File: src/rtl/pipeline_ctrl.sv
// Hazard/sequencing controller for the 5-stage pipeline: load-use stall, branch flush, memory freeze.
// Optional stall/flush performance counters are enabled with PIPELINE_CTRL_PERF_EN.
module pipeline_ctrl #(
    parameter int FLUSH_CYCLES = 2
) (
    input  logic       clk,
    input  logic       reset_n,
    input  logic [4:0] Rs1_id,
    input  logic [4:0] Rs2_id,
    input  logic       uses_rs1,
    input  logic       uses_rs2,
    input  logic [4:0] Rd_ex,
    input  logic       enable_reg_ex,
    input  logic       read_word_ex,
    input  logic       load_new_PC_ex,
    input  logic       mem_busy,
    output logic       stall_if,
    output logic       stall_id,
    output logic       stall_ex,
    output logic       bubble_ex,
    output logic       flush_if_id,
    output logic       flush_id_ex,
    output logic [1:0] state_o
`ifdef PIPELINE_CTRL_PERF_EN
    ,
    output logic [31:0] stall_cycles,
    output logic [31:0] flush_cycles
`endif
);

    typedef enum logic [1:0] {
        RUN        = 2'd0,
        LOAD_STALL = 2'd1,
        FLUSH      = 2'd2,
        MEM_WAIT   = 2'd3
    } state_t;

    localparam int CW = (FLUSH_CYCLES > 1) ? $clog2(FLUSH_CYCLES) : 1;

    state_t        state_q, state_d;
    logic [CW-1:0] cnt_q, cnt_d;
    logic          lu;
    logic          sif_c, sid_c, sex_c, bub_c, fif_c, fie_c;

    assign lu = read_word_ex & enable_reg_ex & (Rd_ex != 5'd0) &
                ((uses_rs1 & (Rs1_id == Rd_ex)) | (uses_rs2 & (Rs2_id == Rd_ex)));

    always_comb begin
        state_d = state_q;
        cnt_d   = cnt_q;
        sif_c   = 1'b0;
        sid_c   = 1'b0;
        sex_c   = 1'b0;
        bub_c   = 1'b0;
        fif_c   = 1'b0;
        fie_c   = 1'b0;
        if (mem_busy) begin
            sif_c   = 1'b1;
            sid_c   = 1'b1;
            sex_c   = 1'b1;
            state_d = MEM_WAIT;
        end else if (state_q == FLUSH) begin
            // EX holds a NOP here, so jumps and load-use are both don't-care.
            fif_c = 1'b1;
            if (cnt_q <= CW'(1)) begin
                cnt_d   = '0;
                state_d = RUN;
            end else begin
                cnt_d = cnt_q - CW'(1);
            end
        end else begin
            state_d = RUN;
            if (load_new_PC_ex) begin
                fif_c = 1'b1;
                fie_c = 1'b1;
                if (FLUSH_CYCLES > 1) begin
                    cnt_d   = CW'(FLUSH_CYCLES - 1);
                    state_d = FLUSH;
                end
            end else begin
                if (lu) begin
                    sif_c   = 1'b1;
                    sid_c   = 1'b1;
                    bub_c   = 1'b1;
                    state_d = LOAD_STALL;
                end
                // A flush interrupted by mem_busy resumes once memory releases.
                if (cnt_q != '0) state_d = FLUSH;
            end
        end
    end

    always_ff @(posedge clk or negedge reset_n) begin
        if (!reset_n) begin
            state_q <= RUN;
            cnt_q   <= '0;
        end else begin
            state_q <= state_d;
            cnt_q   <= cnt_d;
        end
    end

    assign stall_if    = reset_n & sif_c;
    assign stall_id    = reset_n & sid_c;
    assign stall_ex    = reset_n & sex_c;
    assign bubble_ex   = reset_n & bub_c;
    assign flush_if_id = reset_n & fif_c;
    assign flush_id_ex = reset_n & fie_c;
    assign state_o     = state_q;

`ifdef PIPELINE_CTRL_PERF_EN
    logic [31:0] stall_cycles_q, stall_cycles_d;
    logic [31:0] flush_cycles_q, flush_cycles_d;

    always_comb begin
        stall_cycles_d = stall_cycles_q;
        flush_cycles_d = flush_cycles_q;
        if (stall_if && (stall_cycles_q != 32'hFFFF_FFFF)) stall_cycles_d = stall_cycles_q + 32'd1;
        if (flush_if_id && (flush_cycles_q != 32'hFFFF_FFFF)) flush_cycles_d = flush_cycles_q + 32'd1;
    end

    always_ff @(posedge clk or negedge reset_n) begin
        if (!reset_n) begin
            stall_cycles_q <= '0;
            flush_cycles_q <= '0;
        end else begin
            stall_cycles_q <= stall_cycles_d;
            flush_cycles_q <= flush_cycles_d;
        end
    end

    assign stall_cycles = stall_cycles_q;
    assign flush_cycles = flush_cycles_q;
`endif

endmodule
File: config.mk
export PLATFORM = sky130hd
export DESIGN_NAME = pipeline_ctrl
export DESIGN_NICKNAME = d
export VERILOG_FILES = /design/src/rtl/pipeline_ctrl.sv
export SDC_FILE = /design/constraint.sdc
export NUM_CORES = 1
export LEC_CHECK = 0
export CAP_MARGIN = 20
export CELL_PAD_IN_SITES_DETAIL_PLACEMENT = 1
export CELL_PAD_IN_SITES_GLOBAL_PLACEMENT = 1
export CORE_ASPECT_RATIO = 0.9
export CORE_MARGIN = 2
export CORE_UTILIZATION = 19
export CTS_CLUSTER_SIZE = 24
export DETAILED_ROUTE_END_ITERATION = 16
export HOLD_SLACK_MARGIN = 0.02
export PLACE_DENSITY_LB_ADDON = 0.1
export SLEW_MARGIN = 5
export SYNTH_ARGS = -nofsm -noshare
export SYNTH_HDL_FRONTEND = slang
export SYNTH_SLANG_ARGS = --single-unit
File: constraint.sdc
create_clock -name clk -period 4.55 [get_ports clk]
set_input_delay 1.1375 -clock clk [delete_from_list [all_inputs] [get_ports clk]]
set_output_delay 1.1375 -clock clk [all_outputs]
set_load 0.01 [all_outputs]
### Word-level counts from Yosys, hierarchy flattened

Index checks and enable logic that the tools add are counted.

| word-level totals | value |
|---|---|
| register bits | 3 |
| input bits | 23 |
| logic and storage cells | 43 |

| cells by class | value |
|---|---|
| add/sub/neg operators | 1 |
| magnitude comparators | 1 |
| equality and inequality tests | 4 |
| multiplexer cells | 20 |
| bitwise gates (word level) | 12 |
| reductions and logical operators | 3 |

Operators with widths:

| cell | count |
|---|---|
| 1-bit two-way mux | 15 |
| 1-bit bitwise AND | 10 |
| 5-bit equality test | 2 |
| 2-bit two-way mux | 5 |
| 5-bit nonzero test | 1 |
| 3-bit by 2-bit inequality test with 1-bit output, second input constant | 1 |
| 2-bit equality test, second input constant | 1 |
| 2-bit AND reduction | 1 |
| 2-bit nonzero test | 1 |
| 1-bit less-or-equal comparator, second input constant | 1 |
| 1-bit NOT | 1 |
| 1-bit bitwise OR | 1 |
| 1-bit subtractor, second input constant | 1 |

### Logic depth before layout (Yosys ltp)

Gate-level depths: netlist (run 1).

| logic depth | value |
|---|---|
| word-level depth | 9 |
| depth in mapped cells | 5 |
| depth with buffers taken out | 4 |

### Worst setup path before layout (run 1)

Ideal clock, no wire load.

| timing path | value |
|---|---|
| path type | input port to output port |
| from | input port Rd_ex[3] |
| to | output port stall_if |
| arrival time | 2339 ps |
| required time | 3413 ps |
| setup slack | 1073 ps |
| cell stages on the path | 5 |
| path through | xor2_1 -> nor4_2 -> a32oi_1 -> o31ai_1 -> buf_4 |

| on the way | value |
|---|---|
| cells in the longest elaborated chain, start to end | 9 |
| elaborated cells between the ends (all ways) | 13 |
| classes of those cells | eq/ne: 2; mux: 4; bitwise: 6; reduce/logical: 1 |

RTL lines:

| element | line | text |
|---|---|---|
| start, declared | 12 | `input logic [4:0] Rd_ex,` |
| 5-bit equality test | 46 | `((uses_rs1 & (Rs1_id == Rd_ex)) \| (uses_rs2 & (Rs2_id == Rd_ex)));` |
| 1-bit bitwise AND | 46 |  |
| 1-bit bitwise OR | 46 |  |
| 1-bit bitwise AND (*) | 45 | `assign lu = read_word_ex & enable_reg_ex & (Rd_ex != 5'd0) &` |
| 1-bit two-way mux (*) (4 in a row) | n/a |  |
| 1-bit bitwise AND (*) | n/a |  |
| end, declared | 17 | `output logic stall_if,` |

Mark *: on every way between the ends. The rest lies on a longest branch, timed or not.

### Final worst setup path (run 1)

| timing path | value |
|---|---|
| from | input port Rd_ex[3] |
| to | output port stall_if |

| on the way | value |
|---|---|
| cells in the longest elaborated chain, start to end | 9 |
| elaborated cells between the ends (all ways) | 13 |
| classes of those cells | eq/ne: 2; mux: 4; bitwise: 6; reduce/logical: 1 |

RTL lines:

| element | line | text |
|---|---|---|
| 5-bit equality test | 46 |  |
| 1-bit bitwise AND | 46 |  |
| 1-bit bitwise OR | 46 |  |
| 1-bit bitwise AND (*) | 45 |  |
| 1-bit two-way mux (*) | 81 | `if (lu) begin` |
| 1-bit two-way mux (*) | 73 | `if (load_new_PC_ex) begin` |
| 1-bit two-way mux (*) | 62 | `end else if (state_q == FLUSH) begin` |
| 1-bit two-way mux (*) | 57 | `if (mem_busy) begin` |
| 1-bit bitwise AND (*) | 103 | `assign stall_if = reset_n & sif_c;` |

Marks and branches as above.

==> results of run 1 <==
[state kept, by name (all words and copies together), names as in the netlist]
name	count
cnt_q	1
state_o	2
[layout make-up]
class                   count  area [um2]
fillers                   175         828
repair buffers             30         300
inverters                   3        11.3
well taps                  22        27.5
flip-flops and latches      3        75.1
multi-input cells          29         211
clock buffers               4        26.3
[stage by stage]
stage	instance area, um2	hold slack, ns	power (mW)
4_1_cts	652	0.515	0.128
5_1_grt	652	0.536	0.135
6_report	652	0.512	0.124
3_5_place_dp	626	0.510	0.0801
3_3_place_gp	626	0.507	0.0797
2_1_floorplan	305	0.454	0.0479
[layer usage]
layer	up-vias	track usage, %
met5	-	0
met4	0	3.43
met3	0	3.45
met2	18	18.1
met1	169	15.4
li1	190	-
[power by group through the flow]
stage	Sequential, mW	Clock (mW)	Combinational [mW]
2_1_floorplan	0.0317	0	0.0163
3_3_place_gp	0.0312	0	0.0485
3_5_place_dp	0.0316	0	0.0485
4_1_cts	0.0312	0.0479	0.0487
5_1_grt	0.0316	0.0508	0.0529
6_report	0.0312	0.0451	0.0479
[worst max-delay path by stage]
| stage | slack [ns] | to | cells past startpoint | from |
|---|---|---|---|---|
| after floorplan | 1.07 | stall_if | 5 | Rd_ex[3] |
| final | 0.26 | stall_if | 6 | Rd_ex[3] |
| after global placement | 0.26 | stall_if | 6 | Rd_ex[3] |
| after global routing | 0.03 | stall_if | 6 | Rd_ex[0] |
| after CTS | 0.23 | stall_if | 6 | Rd_ex[3] |
| after detailed placement | 0.24 | stall_if | 6 | Rd_ex[3] |
[synth_stat cells (all sizes together)]
cell type,number
nand2,2
a21oi,2
or4,1
and2,1
buf,1
a32oi,1
dfrtp,3
inv,3
xnor2,2
o2111ai,1
o31ai,2
nor3,1
o21ai,1
nor2b,1
xor2,8
nor2,3
nor4,2
nor3b,1
[logic make-up (layout without fill, tap and decap cells)]
group / after synthesis / in the layout / synth area share (%)
DFF: 3 / 3 / 24.6
and+or+nand+nor: 12 / 12 / 23.0
buffers and inverters: 4 / 37 / 6.15
xor gates and xnor gates: 10 / 10 / 28.7
AOI/OAI and AO/OA: 7 / 7 / 17.6
[worst register-to-register path, stage by stage (launching register included)]
cell	delay [ns]
dfrtp_1	0.37
nor2b_1	0.17
nor2_1	0.18
o2111ai_2	0.17
o31ai_1	0.26
==> impl_metrics.env, run 1 <==
export IMPL_status="finished clean"
export IMPL_vias=377
export IMPL_fmax_mhz=233
export IMPL_synth_nets=59
export IMPL_critical_path_class="in2out"
export IMPL_area_growth_pct=114
export IMPL_p_leak_nw=0.247
export IMPL_power_frac_comb_pct=38.6
export IMPL_r2r_start="state_o[1]"
export IMPL_cts_resized=0
export IMPL_die_area_um2=1940
export IMPL_critical_path_top_delay_family="buffers and inverters"
export IMPL_cts_hold_buffers_added=0
export IMPL_slew_headroom_pct=80.1
export IMPL_final_core_util_pct=44.0
export IMPL_final_common_cell="clkdlybuf4s50_1"
export IMPL_slowest_stage="clkdlybuf4s50_1"
export IMPL_ys_warn_count=0
export IMPL_route_met3_wl_um=92
export IMPL_initial_core_util_pct=20.6
export IMPL_ir_worst_vdd_mv=0.125
export IMPL_portBuffers=30
export IMPL_ios=31
export IMPL_grt_max_degree=7
export IMPL_r2r_cells=4
export IMPL_synth_seq_cells=3
export IMPL_drive_gt1_share_pct=7.25
export IMPL_die_w_um=46.3
export IMPL_cp_max_fo=3
export IMPL_internal_power_uw=92.2
export IMPL_worstHoldStart="cnt_q"
export IMPL_grt_pass1_wl_um=1680
export IMPL_met1Wirelength_um=430
export IMPL_core_area_um2=1480
export IMPL_h_tree_depth=1
export IMPL_p_seq_share_pct=25.1
export IMPL_max_stage_delay_ns=0.59
export IMPL_setup_violations=0
export IMPL_worstMarginPinSlew_ns=0.298
export IMPL_drc=0
export IMPL_clkPwrFrac_pct=36.3
export IMPL_hold_violations=0
export IMPL_diodes=0
export IMPL_antenna_found_initial=0
export IMPL_post_cts_buffers=0
export IMPL_layout_nets=93
export IMPL_path_common_cell="clkdlybuf4s50_1"
export IMPL_dp_hpwl_um=882
export IMPL_root_buffer="clkbuf_4"
export IMPL_synth_area_leaders="dfrtp_1 25%, xor2_1 23%, xnor2_1 5.7%"
export IMPL_routed_via_density=4.14
export IMPL_cts_clk_slew_worst_paths_ns=0.04
export IMPL_switching_share_pct=25.8
export IMPL_setup_tns_ns=0
export IMPL_synth_top_area_cell="dfrtp_1"
export IMPL_min_path_cells=1
export IMPL_overflow=0
export IMPL_gr_usage_all_layers_pct=11.7
export IMPL_grt_pass1_vias=388
export IMPL_met2_length_um=471
export IMPL_clock_sinks=3
export IMPL_fin_crit_sh_pct=94.4
export IMPL_finalWeightedCongestion=0.658
export IMPL_fin_skew_ns=0.00199
export IMPL_top_layer="met3"
export IMPL_power_density_nw_per_um2=191
export IMPL_dr_pass1_iters=4
export IMPL_maxCapViolations=0
export IMPL_reg2reg_slack_ns=3.29
export IMPL_min_to="state_o[0]"
export IMPL_routed_wl_um=995
export IMPL_layout_cells_non_filler=91
export IMPL_cp_cell_sequence="clkdlybuf4s50_1 > xor2_1 > nor4_2 > a32oi_1 > o31ai_1 > clkdlybuf4s50_1"
export IMPL_rows=13
export IMPL_p_switching_uw=32.0
export IMPL_layout_common_cells="30 x clkdlybuf4s50_1, 8 x xor2_1"
export IMPL_synth_seq_area_share_pct=24.6
export IMPL_min_path_type="reg2reg"
export IMPL_crit_path_end_kind="output pin"
export IMPL_rsz0062_at_grt="no"
export IMPL_slew_viol_final=0
export IMPL_startpoint_type="input pin"
export IMPL_syn_cell_area_um2=305
export IMPL_synth_top_cell_area_share_pct=24.6
export IMPL_layout_setup_ws_ns=0.257
export IMPL_cp_required_ns=3.41
export IMPL_crit_arrival_ns=3.16
export IMPL_postRouteAntennaNets=0
export IMPL_ys_types=19
export IMPL_die_h_um=42.0
export IMPL_place_ws_ns=0.235
export IMPL_routedWlPerCell_um=10.9
export IMPL_cts_buffer_depth=2
export IMPL_cts_tree="done"
export IMPL_dp_cells=87
export IMPL_drt_iter0_drc=2
export IMPL_cts_buffers=3
export IMPL_period_needed_ns=4.29
export IMPL_clock_latency_ns=0.23
export IMPL_r2r_end="state_o[0]"
export IMPL_syn_instance_count=36
export IMPL_cp_num_buf_inv=2
export IMPL_syn_avg_cell_area_um2=8.48
No activity file was read; power rests on OpenSTA's default activity.
==> run 2: changes to the inputs <==
--- a/config.mk
+++ b/config.mk
@@ -5,6 +5,7 @@
 export SDC_FILE = /design/constraint.sdc
 export NUM_CORES = 1
 export LEC_CHECK = 0
+export ABC_AREA = 0
 export CAP_MARGIN = 20
 export CELL_PAD_IN_SITES_DETAIL_PLACEMENT = 1
 export CELL_PAD_IN_SITES_GLOBAL_PLACEMENT = 1
@@ -15,6 +16,7 @@
 export DETAILED_ROUTE_END_ITERATION = 16
 export HOLD_SLACK_MARGIN = 0.02
 export PLACE_DENSITY_LB_ADDON = 0.1
+export RECOVER_POWER = 50
 export SLEW_MARGIN = 5
 export SYNTH_ARGS = -nofsm -noshare
 export SYNTH_HDL_FRONTEND = slang
==> run 2 against run 1 <==
Compared with the run above: sequential share of layout area unchanged; clock-buffer cell count unchanged; sequential power about the same; utilization unchanged; global-route usage unchanged; clock power about the same; final area unchanged; cell count unchanged; critical path depth unchanged; total power down 0.71%; setup slack unchanged.
==> impl_metrics.env, run 2 (synthesized netlist as in run 1, its figures left out) <==
export IMPL_fin_crit_sh_pct=94.4
export IMPL_routed_wl_um=992
export IMPL_cts_buffers=3
export IMPL_ir_worst_vdd_mv=0.125
export IMPL_holdWs_ns=0.512
export IMPL_path_common_cell="clkdlybuf4s50_1"
export IMPL_layout_nets=93
export IMPL_cp_cell_sequence="clkdlybuf4s50_1 > xor2_1 > nor4_2 > a32oi_1 > o31ai_1 > clkdlybuf4s50_1"
export IMPL_root_buffer="clkbuf_4"
export IMPL_rsz0062_at_grt="no"
export IMPL_diodes=0
export IMPL_max_stage_delay_ns=0.59
export IMPL_cts_clk_slew_worst_paths_ns=0.04
export IMPL_cts_tree="done"
export IMPL_hold_violations=0
export IMPL_slew_viol_final=0
export IMPL_cts_resized=0
export IMPL_initial_core_util_pct=20.6
export IMPL_dp_cells=87
export IMPL_rows=13
export IMPL_finalWeightedCongestion=0.658
export IMPL_maxCapViolations=0
export IMPL_grt_pass1_vias=388
export IMPL_cts_buffer_depth=2
export IMPL_routedWlPerCell_um=10.9
export IMPL_crit_arrival_ns=3.16
export IMPL_grt_pass1_wl_um=1680
export IMPL_routed_via_density=4.14
export IMPL_critical_path_top_delay_family="buffers and inverters"
export IMPL_worstMarginPinSlew_ns=0.298
export IMPL_p_leak_nw=0.247
export IMPL_vias=377
export IMPL_gr_usage_all_layers_pct=11.7
export IMPL_cp_max_fo=3
export IMPL_slew_headroom_pct=80.1
export IMPL_overflow=0
export IMPL_internal_power_uw=91.4
export IMPL_setup_violations=0
export IMPL_cp_required_ns=3.41
export IMPL_slowest_stage="clkdlybuf4s50_1"
export IMPL_post_cts_buffers=0
export IMPL_layout_cells_non_filler=91
export IMPL_switching_share_pct=25.9
export IMPL_place_area_um2=626
export IMPL_ff_latch_area_um2=75.1
export IMPL_period_needed_ns=4.29
export IMPL_cts_hold_buffers_added=0
export IMPL_power_frac_comb_pct=38.2
export IMPL_grt_max_degree=7
export IMPL_finish_instance_area_um2=652
export IMPL_dp_hpwl_um=882
export IMPL_clock_latency_ns=0.23
export IMPL_clkPwrFrac_pct=36.6
export IMPL_layout_common_cells="26 x clkdlybuf4s50_1, 8 x xor2_1, 4 x dlygate4sd3_1"
export IMPL_multi_input_area_um2=211
export IMPL_status="finished clean"
export IMPL_ios=31
export IMPL_clock_sinks=3
export IMPL_fillers=175
export IMPL_critical_path_class="in2out"
export IMPL_fin_skew_ns=0.00199
export IMPL_crit_path_end_kind="output pin"
export IMPL_die_w_um=46.3
export IMPL_min_path_type="reg2reg"
export IMPL_dr_pass1_iters=4
export IMPL_power_density_nw_per_um2=189
export IMPL_p_switching_uw=31.9
export IMPL_p_seq_share_pct=25.2
export IMPL_place_ws_ns=0.235
export IMPL_largest_register_ffs=2
export IMPL_setup_tns_ns=0
export IMPL_startpoint_type="input pin"
export IMPL_drive_gt1_share_pct=7.25
export IMPL_layout_setup_ws_ns=0.257
export IMPL_drt_iter0_drc=2
export IMPL_area_growth_pct=114
export IMPL_h_tree_depth=1
export IMPL_portBuffers=30
export IMPL_final_common_cell="clkdlybuf4s50_1"
export IMPL_core_area_um2=1480
export IMPL_die_area_um2=1940
export IMPL_cp_num_buf_inv=2
export IMPL_die_h_um=42.0
export IMPL_postRouteAntennaNets=0
export IMPL_drc=0
export IMPL_fmax_mhz=233
export IMPL_antenna_found_initial=0
==> run 2: cell count changes in the layout (fill, tap and decap cells not counted) <==
| cell | before | now |
|---|---|---|
| clkdlybuf4s50_1 | 30 | 26 |
| dlygate4sd3_1 | 0 | 4 |
==> run 2: final cells by class <==
cell class | instances | area share (%)
tap | 22 | 4.22
inverter | 3 | 1.73
clock buffer | 4 | 4.03
timing repair buffer | 30 | 46.1
sequential | 3 | 11.5
multi-input combinational | 29 | 32.4
==> run 2: final timing paths <==
kind	startpoint	to	slack, ns	cells after the start
worst min register to register	cnt_q	state_o[0]	0.51	1
worst min-delay path	cnt_q	state_o[0]	0.51	1
max in group asynchronous	reset_n	state_o[0]	3.15	1
worst max register to register	state_o[1]	state_o[0]	3.29	4
worst max-delay path	Rd_ex[3]	stall_if	0.26	6
min in group asynchronous	reset_n	cnt_q	1.21	1
==> run 2: through the flow <==
step / util, % / total power, mW
floorplan: - / 0.0479
global placement: 42.3 / 0.0797
detailed placement: 42.3 / 0.0801
CTS: 44.0 / 0.128
global route: 44.0 / 0.134
finish: 44.0 / 0.123
==> run 2: layer usage <==
layer / part of all wire (%) / track usage, % / routed length, um / vias to the layer above
met5: 0 / 0 / 0 / -
met4: 0 / 3.43 / 0 / 0
met3: 9.3 / 3.45 / 92 / 0
met2: 47 / 18.1 / 470 / 18
met1: 43 / 15.4 / 430 / 169
li1: - / - / - / 190
==> run 2: power by group through the flow <==
| stage | Sequential, mW | Clock [mW] | Combinational (mW) |
|---|---|---|---|
| after floorplan | 0.0317 | 0 | 0.0163 |
| after global placement | 0.0312 | 0 | 0.0485 |
| after detailed placement | 0.0316 | 0 | 0.0485 |
| after CTS | 0.0312 | 0.0479 | 0.0487 |
| after global routing | 0.0315 | 0.0508 | 0.0521 |
| final | 0.0311 | 0.0451 | 0.0471 |
